## src/rtl/bcd_serial_add_ctrl_pkg.sv

```systemverilog
// -----------------------------------------------------------------------------
// bcd_serial_add_ctrl_pkg
// Shared definitions for the digit-serial BCD adder controller:
//   - state_e   : controller states (IDLE, ADD, FIN)
//   - DIGIT_W   : width of one BCD digit
//   - BCD_MAX   : largest legal BCD digit value
//   - BCD_ADJ   : decimal adjust added when a digit sum exceeds BCD_MAX
//   - is_bcd()  : returns 1 when a 4-bit digit is a legal BCD digit
// -----------------------------------------------------------------------------
package bcd_serial_add_ctrl_pkg;

  typedef enum logic [1:0] {
    IDLE = 2'd0,
    ADD  = 2'd1,
    FIN  = 2'd2
  } state_e;

  localparam int         DIGIT_W = 4;
  localparam logic [3:0] BCD_MAX = 4'd9;
  localparam logic [3:0] BCD_ADJ = 4'd6;

  function automatic logic is_bcd(input logic [3:0] digit);
    return (digit <= BCD_MAX);
  endfunction

endpackage

```

## src/rtl/bcd_serial_add_ctrl_digit_add.sv

```systemverilog
// -----------------------------------------------------------------------------
// bcd_digit_add
// Combinational single-digit BCD adder shared by every digit position.
// Ports:
//   a, b  in  4  BCD digits (assumed legal, 0..9)
//   cin   in  1  carry from the previous (less significant) digit
//   s     out 4  BCD sum digit
//   cout  out 1  decimal carry into the next digit
// -----------------------------------------------------------------------------
module bcd_digit_add
  import bcd_serial_add_ctrl_pkg::*;
(
  input  logic [3:0] a,
  input  logic [3:0] b,
  input  logic       cin,
  output logic [3:0] s,
  output logic       cout
);

  logic [4:0] t_s;

  // Binary add then decimal adjust: sums above 9 wrap by adding 6 in 4 bits.
  always_comb begin
    t_s = {1'b0, a} + {1'b0, b} + {4'b0000, cin};
    if (t_s > {1'b0, BCD_MAX}) begin
      s    = t_s[3:0] + BCD_ADJ;
      cout = 1'b1;
    end else begin
      s    = t_s[3:0];
      cout = 1'b0;
    end
  end

endmodule

```

## src/rtl/bcd_serial_add_ctrl.sv

```systemverilog
// -----------------------------------------------------------------------------
// bcd_serial_add_ctrl
// Digit-serial multi-digit BCD adder. One bcd_digit_add is time-shared over
// all digit positions, least significant digit first, one digit per clock.
// Parameters:
//   DIGITS        number of BCD digits per operand (>= 1)
// Ports:
//   Clock  in   1             system clock, rising edge
//   Reset  in   1             synchronous active-high reset
//   Start  in   1             add request, only honoured in IDLE
//   A, B   in   4*DIGITS      packed BCD operands, digit 0 in [3:0]
//   Sum    out  4*(DIGITS+1)  registered BCD result, top digit is carry-out
//   Busy   out  1             high while digits are being processed
//   Done   out  1             one-cycle pulse when Sum/Err are valid
//   Err    out  1             an operand held a non-BCD digit; held until the
//                             next accepted Start
// -----------------------------------------------------------------------------
module bcd_serial_add_ctrl
  import bcd_serial_add_ctrl_pkg::*;
#(
  parameter int DIGITS = 2
) (
  input  logic                          Clock,
  input  logic                          Reset,
  input  logic                          Start,
  input  logic [DIGIT_W*DIGITS-1:0]     A,
  input  logic [DIGIT_W*DIGITS-1:0]     B,
  output logic [DIGIT_W*(DIGITS+1)-1:0] Sum,
  output logic                          Busy,
  output logic                          Done,
  output logic                          Err
);

  localparam int OP_W  = DIGIT_W * DIGITS;
  localparam int SUM_W = DIGIT_W * (DIGITS + 1);
  localparam int IDX_W = (DIGITS > 1) ? $clog2(DIGITS) : 1;
  localparam logic [IDX_W-1:0] IDX_LAST = IDX_W'(DIGITS - 1);

  state_e             state_r, state_s;
  logic [IDX_W-1:0]   idx_r, idx_s;
  logic               carry_r, carry_s;
  logic [OP_W-1:0]    a_r, a_s;
  logic [OP_W-1:0]    b_r, b_s;
  logic [SUM_W-1:0]   sum_r, sum_s;
  logic               busy_r, busy_s;
  logic               done_r, done_s;
  logic               err_r, err_s;

  logic               operands_ok_s;
  logic [3:0]         dig_a_s;
  logic [3:0]         dig_b_s;
  logic [3:0]         dig_sum_s;
  logic               dig_cout_s;

  // Legality of the live inputs; only consulted on the capture edge.
  always_comb begin
    operands_ok_s = 1'b1;
    for (int i = 0; i < DIGITS; i++) begin
      operands_ok_s = operands_ok_s
                    & is_bcd(A[i*DIGIT_W +: DIGIT_W])
                    & is_bcd(B[i*DIGIT_W +: DIGIT_W]);
    end
  end

  // Route the current digit of the captured operands into the shared adder.
  always_comb begin
    dig_a_s = a_r[idx_r*DIGIT_W +: DIGIT_W];
    dig_b_s = b_r[idx_r*DIGIT_W +: DIGIT_W];
  end

  bcd_digit_add u_digit_add (
    .a    (dig_a_s),
    .b    (dig_b_s),
    .cin  (carry_r),
    .s    (dig_sum_s),
    .cout (dig_cout_s)
  );

  // Next-state and next-value logic for the controller and its datapath.
  always_comb begin
    state_s = state_r;
    idx_s   = idx_r;
    carry_s = carry_r;
    a_s     = a_r;
    b_s     = b_r;
    sum_s   = sum_r;
    busy_s  = busy_r;
    done_s  = 1'b0;
    err_s   = err_r;

    case (state_r)
      IDLE: begin
        if (Start) begin
          a_s     = A;
          b_s     = B;
          sum_s   = '0;
          carry_s = 1'b0;
          idx_s   = '0;
          if (operands_ok_s) begin
            err_s   = 1'b0;
            busy_s  = 1'b1;
            state_s = ADD;
          end else begin
            // Bad digit: skip the add entirely and report straight away.
            err_s   = 1'b1;
            busy_s  = 1'b0;
            done_s  = 1'b1;
            state_s = FIN;
          end
        end else begin
          state_s = IDLE;
        end
      end

      ADD: begin
        sum_s[idx_r*DIGIT_W +: DIGIT_W] = dig_sum_s;
        carry_s = dig_cout_s;
        if (idx_r == IDX_LAST) begin
          // Final digit: the carry-out becomes the extra top result digit.
          sum_s[DIGITS*DIGIT_W +: DIGIT_W] = {3'b000, dig_cout_s};
          idx_s   = '0;
          busy_s  = 1'b0;
          done_s  = 1'b1;
          state_s = FIN;
        end else begin
          idx_s   = idx_r + IDX_W'(1);
          state_s = ADD;
        end
      end

      FIN: begin
        done_s  = 1'b0;
        state_s = IDLE;
      end

      default: begin
        busy_s  = 1'b0;
        done_s  = 1'b0;
        state_s = IDLE;
      end
    endcase
  end

  // State and datapath registers; reset clears everything and aborts any add.
  always_ff @(posedge Clock) begin
    if (Reset) begin
      state_r <= IDLE;
      idx_r   <= '0;
      carry_r <= 1'b0;
      a_r     <= '0;
      b_r     <= '0;
      sum_r   <= '0;
      busy_r  <= 1'b0;
      done_r  <= 1'b0;
      err_r   <= 1'b0;
    end else begin
      state_r <= state_s;
      idx_r   <= idx_s;
      carry_r <= carry_s;
      a_r     <= a_s;
      b_r     <= b_s;
      sum_r   <= sum_s;
      busy_r  <= busy_s;
      done_r  <= done_s;
      err_r   <= err_s;
    end
  end

  assign Sum  = sum_r;
  assign Busy = busy_r;
  assign Done = done_r;
  assign Err  = err_r;

endmodule

```

## config.mk

```make
export PLATFORM = sky130hd
export DESIGN_NAME = bcd_serial_add_ctrl
export DESIGN_NICKNAME = d
export VERILOG_FILES = /design/src/rtl/bcd_serial_add_ctrl_pkg.sv /design/src/rtl/bcd_serial_add_ctrl_digit_add.sv /design/src/rtl/bcd_serial_add_ctrl.sv
export SDC_FILE = /design/constraint.sdc
export NUM_CORES = 1
export LEC_CHECK = 0
export ABC_AREA = 1
export ABC_CLOCK_PERIOD_IN_PS = 6750
export CAP_MARGIN = 20
export CORE_ASPECT_RATIO = 0.5
export CORE_UTILIZATION = 54
export DETAILED_ROUTE_END_ITERATION = 8
export GPL_TIMING_DRIVEN = 0
export PLACE_DENSITY_LB_ADDON = 0.1
export SLEW_MARGIN = 10
export SYNTH_ARGS = -nofsm -noshare
export SYNTH_HDL_FRONTEND = slang
export SYNTH_HIERARCHICAL = 1
export SYNTH_SLANG_ARGS = --single-unit
```

## constraint.sdc

```tcl
create_clock -name Clock -period 6.75 [get_ports Clock]
set_clock_uncertainty 0.15 [all_clocks]
set_input_delay 1.0125 -clock Clock [delete_from_list [all_inputs] [get_ports Clock]]
set_output_delay 1.0125 -clock Clock [all_outputs]
set_load 0.005 [all_outputs]
```

==> flow_metrics.tcl <==
set metrics [dict create \
    nets 293 \
    end_kind "flop" \
    overflow 0 \
    synthMostInstantiatedCell "nand2_1" \
    netlist_instances 230 \
    insertedDiodeCount 0 \
    io_pins 34 \
    post_drt_wl_per_cell_um 11.1 \
    final_area_mm2 0.00206 \
    drt-total-wl_um 3410 \
    ys_async_sr_fraction_pct 0 \
    cts.sinks 31 \
    rows 13 \
    startpoint_type "flop" \
    worst_hold_slack_ns 0.312 \
    grt_setup_unrepaired "false" \
    cp_slowest_cell "fa_1" \
    power_mw 0.458 \
    crit_path_max_fanout 10 \
    vias 1482 \
    instances_no_fill 306 \
    synth_area_per_cell_um2 7.07 \
    path_clk_slew_ns 0.07 \
    setup_viol 0 \
    drt_iter0_markers 62 \
    antenna_found_initial 0 \
    path_common_cell "nand2_1" \
    cts_buffers 5 \
    postCtsSetupRepairBufs 0 \
    die_area_mm2 0.00325 \
    fin_util_pct 75.7 \
    synth_top_area_cell "dfxtp_1" \
    synth_area_mm2 0.00163 \
    final_antenna_net_count 0 \
    clock_latency_ns 0.29 \
    path_cells "buf_2 -> clkinv_1 -> nand2_1 -> nand2_1 -> fa_1 -> fa_1 -> nand2_1 -> nand2_4 -> ha_1 -> a21oi_2 -> nand2_2 -> nand2_4 -> nand2_1 -> nand2_1 -> nand2_1 -> a21oi_1" \
    ys_types 25 \
    min_period_over_period_pct 49.7 \
    grt_pass1_wl_um 5630 \
    slew_violations 0 \
    cts_resized 0 \
    place_congestion 0.849 \
    criticalPathCategory "reg2reg" \
    post-route-worst-setup-slack_ns 3.39 \
    ys_seq_area_share_pct 38.2 \
    hold_path_class "reg2reg" \
    synthFlopType "dfxtp_1" \
    placed_cells 298 \
    fin_crit_ns 3.36 \
    yosys_warnings 6 \
    powerDensity_mw_per_mm2 223 \
    ys_top_cells_by_area "dfxtp_1 (38%), nand2_1 (12%), nor2_1 (8.5%)" \
    placed_cell_area_mm2 0.00197 \
    max_stage_delay_ns 0.51 \
    status "finished, final reports clean" \
    grt_max_degree 11 \
    post-place-ws_ns 3.45 \
    fill_cells 230 \
    crit_arrival_ns 3.43 \
    drtPass1Iterations 4 \
    setup_tns_ns 0 \
    die_y_um 40.8 \
    cts-root-buf "clkbuf_8" \
    cts_tree "yes" \
    ys_ff_latch 31 \
    htreeDepth 2 \
    area_delta_synth_final_pct 26.4 \
    p_leak_nw 0.919 \
    initial_core_util_pct 59.9 \
    grtUsageTotal_pct 24.4 \
    max_freq_mhz 298 \
    synth_common_cells "nand2_1 (50), nor2_1 (37), dfxtp_1 (31), inv_1 (22), o21ai_0 (19)" \
    synth_edf_count 0 \
    drc_errors 0 \
    clock_path_buffers 2 \
    cp.required_ns 6.82 \
    ir_drop_uv 102 \
    hold_violations 0 \
    layout-drive-gt1-share_pct 15.6 \
    hpwl_um 2610 \
    cts_hold_buf 0 \
    io_buffers 29 \
    die_x_um 79.6 \
    coreArea_mm2 0.00272 \
    netlist.area_leader.share_pct 38.2 \
    routed_via_density 4.84 \
    grt_pass1_vias 1294 \
    maxCapViolations 0 \
]
## cells by family after synthesis
logic type | share of synthesized area (%)
AND/OR/NAND/NOR | 30.8
AO/OA/AOI/OAI | 14.7
other | 0.231
adder cells (fa/ha/maj) | 5.54
buffers and inverters | 10.5
flip-flops | 38.2
## sequential cells by signal, indices dropped and copies added, names as in the netlist
name	cells
Busy	1
state_r	1
carry_r	1
Done	1
idx_r	1
Err	1
b_r	8
Sum	9
a_r	8
## final cells by class
type | count | area (um^2) | share of cell area, %
multi-input cells | 165 | 842 | 41.0
clock inverters | 2 | 12.5 | 0.609
inverters | 26 | 98.8 | 4.81
clock buffers | 6 | 72.6 | 3.53
flip-flops and latches | 31 | 621 | 30.2
repair buffers | 29 | 290 | 14.1
well taps | 37 | 46.3 | 2.25
plain buffers | 10 | 72.6 | 3.53
## per-layer routing
metal  routed length (um)  up-vias  part of all wire, %  global-route usage, %
li1                     -      798                    -                      -
met3                  180        8                  5.3                   6.67
met5                    0        -                    0                      0
met2                 1460       37                   43                   42.1
met4                   55        0                  1.6                   10.9
met1                 1710      639                   50                   30.0
## worst max-delay path: cells and delay by family (launching register included)
| kind | cells | cell delay, ns |
|---|---|---|
| fa+ha+maj | 3 | 1.16 |
| compound gates | 2 | 0.26 |
| simple gates | 9 | 0.83 |
| flops | 1 | 0.34 |
| buf+inv | 2 | 0.54 |
## cells in the final DEF (no fill, tap or decap), types with 3 or more instances in the layout
cell             count
inv_1               22
dfxtp_1             31
o21ai_1              3
a21oi_1             10
nand2_2              7
conb_1               3
clkbuf_8             5
ha_1                 4
nand3_1             15
o21ai_0             19
nor2_1              37
clkdlybuf4s50_1     29
buf_4                4
a21oi_2              7
nand2_1             50
buf_2                3
## final timing paths
path	from	endpoint	slack, ns	cells after the start
worst max-delay path	idx_r	Sum[3]	3.39	16
worst min-delay path	Sum[1]	Sum[1]	0.31	2
worst max register to register	idx_r	Sum[3]	3.39	16
worst min register to register	Sum[1]	Sum[1]	0.31	2
## power breakdown
group | total, mW | internal, mW | switching (mW) | leakage, nW
registers | 0.200 | 0.194 | 0.00585 | 0.254
clock network | 0.144 | 0.0719 | 0.0720 | 0.0412
logic | 0.114 | 0.0474 | 0.0665 | 0.624
total | 0.458 | 0.313 | 0.144 | 0.919
Note: power is estimated with default switching activity, not from simulation.
==> RTL edit 1, RTL diff (same flow settings) <==
Add an input register stage for `Start`, `A` and `B`, without a reset; this delays them by one clock.
--- a/src/rtl/bcd_serial_add_ctrl.sv
+++ b/src/rtl/bcd_serial_add_ctrl.sv
@@ -37,4 +37,14 @@
   localparam logic [IDX_W-1:0] IDX_LAST = IDX_W'(DIGITS - 1);
 
+  logic Start_q;
+  logic [DIGIT_W*DIGITS-1:0] A_q;
+  logic [DIGIT_W*DIGITS-1:0] B_q;
+
+  always_ff @(posedge Clock) begin
+    Start_q <= Start;
+    A_q     <= A;
+    B_q     <= B;
+  end
+
   state_e             state_r, state_s;
   logic [IDX_W-1:0]   idx_r, idx_s;
@@ -58,6 +68,6 @@
     for (int i = 0; i < DIGITS; i++) begin
       operands_ok_s = operands_ok_s
-                    & is_bcd(A[i*DIGIT_W +: DIGIT_W])
-                    & is_bcd(B[i*DIGIT_W +: DIGIT_W]);
+                    & is_bcd(A_q[i*DIGIT_W +: DIGIT_W])
+                    & is_bcd(B_q[i*DIGIT_W +: DIGIT_W]);
     end
   end
@@ -91,7 +101,7 @@
     case (state_r)
       IDLE: begin
-        if (Start) begin
-          a_s     = A;
-          b_s     = B;
+        if (Start_q) begin
+          a_s     = A_q;
+          b_s     = B_q;
           sum_s   = '0;
           carry_s = 1'b0;
Function: changed (a bounded check fails within 4 cycles, from zero or initial values and one cycle with Reset high).
==> RTL edit 1 against the original RTL <==
  * Power grew 39%
  * Sequential share of layout area rose by 9.5 points
  * Cell count up 7.8%
  * Wire length rose by 16%
  * Die area is 18% higher
  * Worst hold slack improved by 0.0041 ns
  * Synthesized area is 19% higher
  * Sequential cell count up 17
  * Setup slack better by 0.23 ns
  * Core utilization shrank 0.15 points
  * Cell area increased by 18%
  * Critical path type unchanged
  * Largest cell class is now registers
  * Highest routed layer unchanged
==> RTL edit 1: results (changes against the original RTL) <==
{| class="wikitable"
! Metric !! Value
|-
| Status || finished clean
|-
| Via count of the first global-routing pass || 1517 (+17%)
|-
| Leakage Power || 1.09 nW (+18%)
|-
| Share of the yosys chip area belonging to registers || 49.6% (+11 points)
|-
| Critical path fanouts, max || 9 (-1)
|-
| Largest net degree at the start of global routing || 17 (+6)
|-
| Final-stage net count || 306 (+4.4%)
|-
| Number of inserted diodes || 0 (unchanged)
|-
| Post-route cell area || 0.00242 mm2 (+18%)
|-
| Wire length per cell || 12.0 um (+7.3%)
|-
| Via Count || 1642 (+11%)
|-
| Class of the tightest hold or removal check || flop to flop
|-
| Filler instances || 241 (+4.8%)
|-
| Port Buf Inserts || 30 (+3.4%)
|-
| Detail Placement HPWL || 2890 um (+11%)
|-
| Drt pass-1 iters || 4 (unchanged)
|-
| Final Hold Vio Count || 0 (unchanged)
|-
| Initial antenna violation count || 0 (unchanged)
|-
| Clock transition at path regs || 0.09 ns (+0.02 ns)
|-
| Number of violations reported at the end of detailed-routing iteration 0 || 76 (+23%)
|-
| Clk_lat worst skew || 0.31 ns (+0.02 ns)
|-
| Resized Gates After CTS || 0 (unchanged)
|-
| Synth warn || 6 (unchanged)
|-
| All-layer global routing usage || 23.4% (-1.1 points)
|-
| Psw || 0.177 mW (+23%)
|-
| Synth unique cells || 25 (unchanged)
|-
| Final Slew Violations || 0 (unchanged)
|-
| Number of buffers between clock root and the deepest sink || 2 (unchanged)
|-
| Worst Min Path Start || A_q[4]
|-
| Maximum ir drop on the vdd rail || 0.000159 V (+56%)
|-
| Max FFs per register || 9 (unchanged)
|-
| CTS root buffer || sky130_fd_sc_hd__clkbuf_8
|-
| Weighted congestion reported at the end of routability-driven placement || 0.831 (-2.2%)
|-
| Post-CTS Setup Repair Bufs || 0 (unchanged)
|-
| Sum of overflow across all layers after global routing || 0 (unchanged)
|-
| Share of post-route cells with drive strength above 1 || 12.4% (-3.2 points)
|-
| Leading post-synthesis cells by cell area || sky130_fd_sc_hd__dfxtp_1, sky130_fd_sc_hd__nand2_1, sky130_fd_sc_hd__nor2_1, sky130_fd_sc_hd__nand3_1, sky130_fd_sc_hd__a21oi_1
|-
| Placement Cell Area || 0.00231 mm2 (+17%)
|-
| Async SR Flop Fraction || 0% (unchanged)
|-
| Global-route wire length before repair || 6650 um (+18%)
|-
| Critical Path Source || idx_r
|-
| Number of buffers created by CTS || 5 (unchanged)
|-
| Commonest cells in the netlist || sky130_fd_sc_hd__nand2_1, sky130_fd_sc_hd__dfxtp_1, sky130_fd_sc_hd__nor2_1
|-
| CTS H-tree lvls || 2 (unchanged)
|-
| Critical path arrival || 3.21 ns (-0.22 ns)
|}
[RTL edit 1: worst paths after layout]
kind	to	slack, ns	depth (start not counted)
worst max-delay path	Sum[6]	3.63	16
worst min-delay path	a_r[4]	0.32	2
worst max register to register	Sum[6]	3.63	16
worst min register to register	a_r[4]	0.32	2
[RTL edit 1: critical path: stages, from the launching register on]
cell and delay [ns]:
sky130_fd_sc_hd__dfxtp_1 0.31, sky130_fd_sc_hd__buf_2 0.21, sky130_fd_sc_hd__inv_1 0.18, sky130_fd_sc_hd__nand2_1 0.09, sky130_fd_sc_hd__nand2_1 0.09, sky130_fd_sc_hd__fa_1 0.48
sky130_fd_sc_hd__fa_1 0.40, sky130_fd_sc_hd__nand2_1 0.11, sky130_fd_sc_hd__nand2_2 0.10, sky130_fd_sc_hd__ha_1 0.27, sky130_fd_sc_hd__a21oi_4 0.15, sky130_fd_sc_hd__nand2_4 0.08
sky130_fd_sc_hd__nand2_4 0.07, sky130_fd_sc_hd__nand2_1 0.05, sky130_fd_sc_hd__nand2_1 0.09, sky130_fd_sc_hd__nand3_1 0.09, sky130_fd_sc_hd__a21oi_1 0.14
[RTL edit 1: final cells by class]
cell class / instances / share of cell area (%)
clock buffers: 5 / 2.84
plain buffers: 10 / 2.58
clock inverters: 3 / 1.91
repair buffers: 30 / 12.4
well taps: 48 / 2.48
multi-input cells: 166 / 34.9
flip-flops and latches: 48 / 39.7
inverters: 20 / 3.20
[RTL edit 1: power by group through the flow]
stage                     Clock [mW]  Sequential [mW]  Combinational, mW
final                          0.210            0.308              0.119
after global routing           0.224            0.310              0.133
after detailed placement           0            0.314              0.116
after CTS                      0.212            0.308              0.118
after global placement             0            0.314              0.112
after floorplan                    0            0.313             0.0834
[RTL edit 1: cells by family after synthesis]
group	count (synthesis)	share of synthesized area (%)
flops	48	49.6
other cells	1	0.193
simple gates	117	26.9
compound gates	40	11.4
fa+ha+maj	6	4.65
buf+inv	30	7.23
[RTL edit 1: through the flow]
step                worst slack, ns  power [mW]  std cells  hold slack (ns)
CTS                            3.65       0.638        330            0.316
detailed placement             3.68       0.431        322            0.296
finish                         3.63       0.637        330            0.317
floorplan                      3.94       0.396        244            0.280
global route                   3.37       0.668        330            0.338
global placement               3.71       0.426        322            0.288
[RTL edit 1: layer usage]
metal  global-route usage, %  wire length, um  vias up
met5                       0                0        -
met4                    8.67               38        0
met3                    6.34              210        5
met2                    37.9             1770       46
met1                    30.7             1920      749
li1                        -                -      842
==> RTL edit 2, RTL diff (same flow settings) <==
Without the edit above. `DIGITS`: 2 -> 4.
--- a/src/rtl/bcd_serial_add_ctrl.sv
+++ b/src/rtl/bcd_serial_add_ctrl.sv
@@ -19,5 +19,5 @@
   import bcd_serial_add_ctrl_pkg::*;
 #(
-  parameter int DIGITS = 2
+  parameter int DIGITS = 4
 ) (
   input  logic                          Clock,
Ports: changed (resized A, B and Sum); port bits go from 34 to 58. The function was not compared with the original's and may differ.
==> RTL edit 2 against the original RTL <==
  * Wire length is 120% higher
  * Count of clock-buffer cells in the layout rose by 4
  * Critical path depth increased by 1
  * Via count is 98% higher
  * Sequential cell count increased by 28
  * Combinational power increased by 33%
  * Setup slack got worse by 0.56 ns
  * Power grew 87%
  * Die area rose by 74%
  * Cell area rose by 82%
  * Synthesized area is 77% higher
  * Sequential power is 88% higher
  * Critical path type unchanged
  * Highest routed layer unchanged
==> RTL edit 2: results (changes against the original RTL) <==
{| class="wikitable"
! Metric !! Value
|-
| Worst hold endpoint || Sum[5]
|-
| Status || finished clean
|-
| Worst Min Path Start || Sum[5]
|-
| Leading post-synthesis cells by cell area || sky130_fd_sc_hd__dfxtp_1, sky130_fd_sc_hd__nor2_1, sky130_fd_sc_hd__o21ai_0, sky130_fd_sc_hd__nand2_1, sky130_fd_sc_hd__a21oi_1
|-
| Delay of the slowest cell on the worst path || 0.57 ns (+0.06 ns)
|-
| Length in cells of the worst reg-to-reg path || 17 (+1)
|-
| Critical path arrival || 4.04 ns (+0.61 ns)
|-
| Number of buffers created by CTS || 9 (+4)
|-
| Placement Cell Area || 0.00354 mm2 (+80%)
|-
| Routed met3 length || 495 um (+180%)
|-
| Maximum ir drop on the vdd rail || 0.000156 V (+52%)
|-
| Non-filler instance count after layout || 540 (+76%)
|-
| Sequential portion of the cell area || 31.5% (+1.3 points)
|-
| Multi-input combinational gate total || 299 (+81%)
|-
| Commonest cells in the netlist || sky130_fd_sc_hd__nor2_1, sky130_fd_sc_hd__nand2_1, sky130_fd_sc_hd__dfxtp_1
|-
| Count of non-CTS buffers in the layout || 73 (+87%)
|-
| Worst slack at placement || 2.93 ns (-0.522 ns)
|-
| Share of post-route cells with drive strength above 1 || 11.9% (-3.7 points)
|-
| Met2 Resource Use GR || 51.3% (+9.2 points)
|-
| Leakage Power || 1.53 nW (+66%)
|-
| Min Clock Period, post-route || 3.92 ns (+0.560 ns)
|-
| Via Count || 2936 (+98%)
|-
| Wire length on met2 || 3540 um (+140%)
|-
| X dimension of the die || 105 um (+32%)
|-
| Clock group power || 0.328 mW (+130%)
|-
| Fraction of area in non-clock buffers || 17.7% (about the same)
|-
| Clk_lat worst skew || 0.35 ns (+0.06 ns)
|-
| M1 WL || 3210 um (+88%)
|-
| Via count of the first global-routing pass || 2712 (+110%)
|-
| Power in combinational cells || 0.152 mW (+33%)
|-
| Port Buf Inserts || 57 (+97%)
|-
| Share of the yosys chip area belonging to registers || 40.9% (+2.8 points)
|-
| Critical Path End || Sum[7]
|-
| Weighted congestion reported at the end of routability-driven placement || 0.882 (+3.9%)
|-
| Combinational power share || 17.7% (-7.2 points)
|-
| Synth unique cells || 28 (+12%)
|-
| Post-synthesis cell count || 397 (+73%)
|-
| Drt pass-1 iters || 6 (+2)
|-
| Drt total wl || 7340 um (+120%)
|-
| CTS H-tree lvls || 3 (+1)
|-
| Max FFs per register || 20 (+11)
|-
| Worst R2R End || Sum[7]
|}
-- RTL edit 2: changes by cell type after synthesis, moves of 3 or more --
cell                       before  now
sky130_fd_sc_hd__clkbuf_1       0    6
sky130_fd_sc_hd__a21oi_2        7    1
sky130_fd_sc_hd__a21oi_1       10   27
sky130_fd_sc_hd__nor2_1        37   92
sky130_fd_sc_hd__inv_2          2    7
sky130_fd_sc_hd__nand2_1       50   62
sky130_fd_sc_hd__buf_2          3    6
sky130_fd_sc_hd__buf_4          4    0
sky130_fd_sc_hd__dfxtp_1       31   59
sky130_fd_sc_hd__ha_1           4    8
sky130_fd_sc_hd__o22ai_1        0    8
sky130_fd_sc_hd__inv_1         22   16
sky130_fd_sc_hd__o21ai_0       19   57
-- RTL edit 2: cells by family after synthesis --
logic type               count (synthesis)  share of synthesized area (%)
flip-flops                              59                           40.9
AND/OR/NAND/NOR                        187                           28.7
adder cells (fa/ha/maj)                 10                           4.85
AO/OA/AOI/OAI                          102                           19.3
buffers and inverters                   39                           6.16
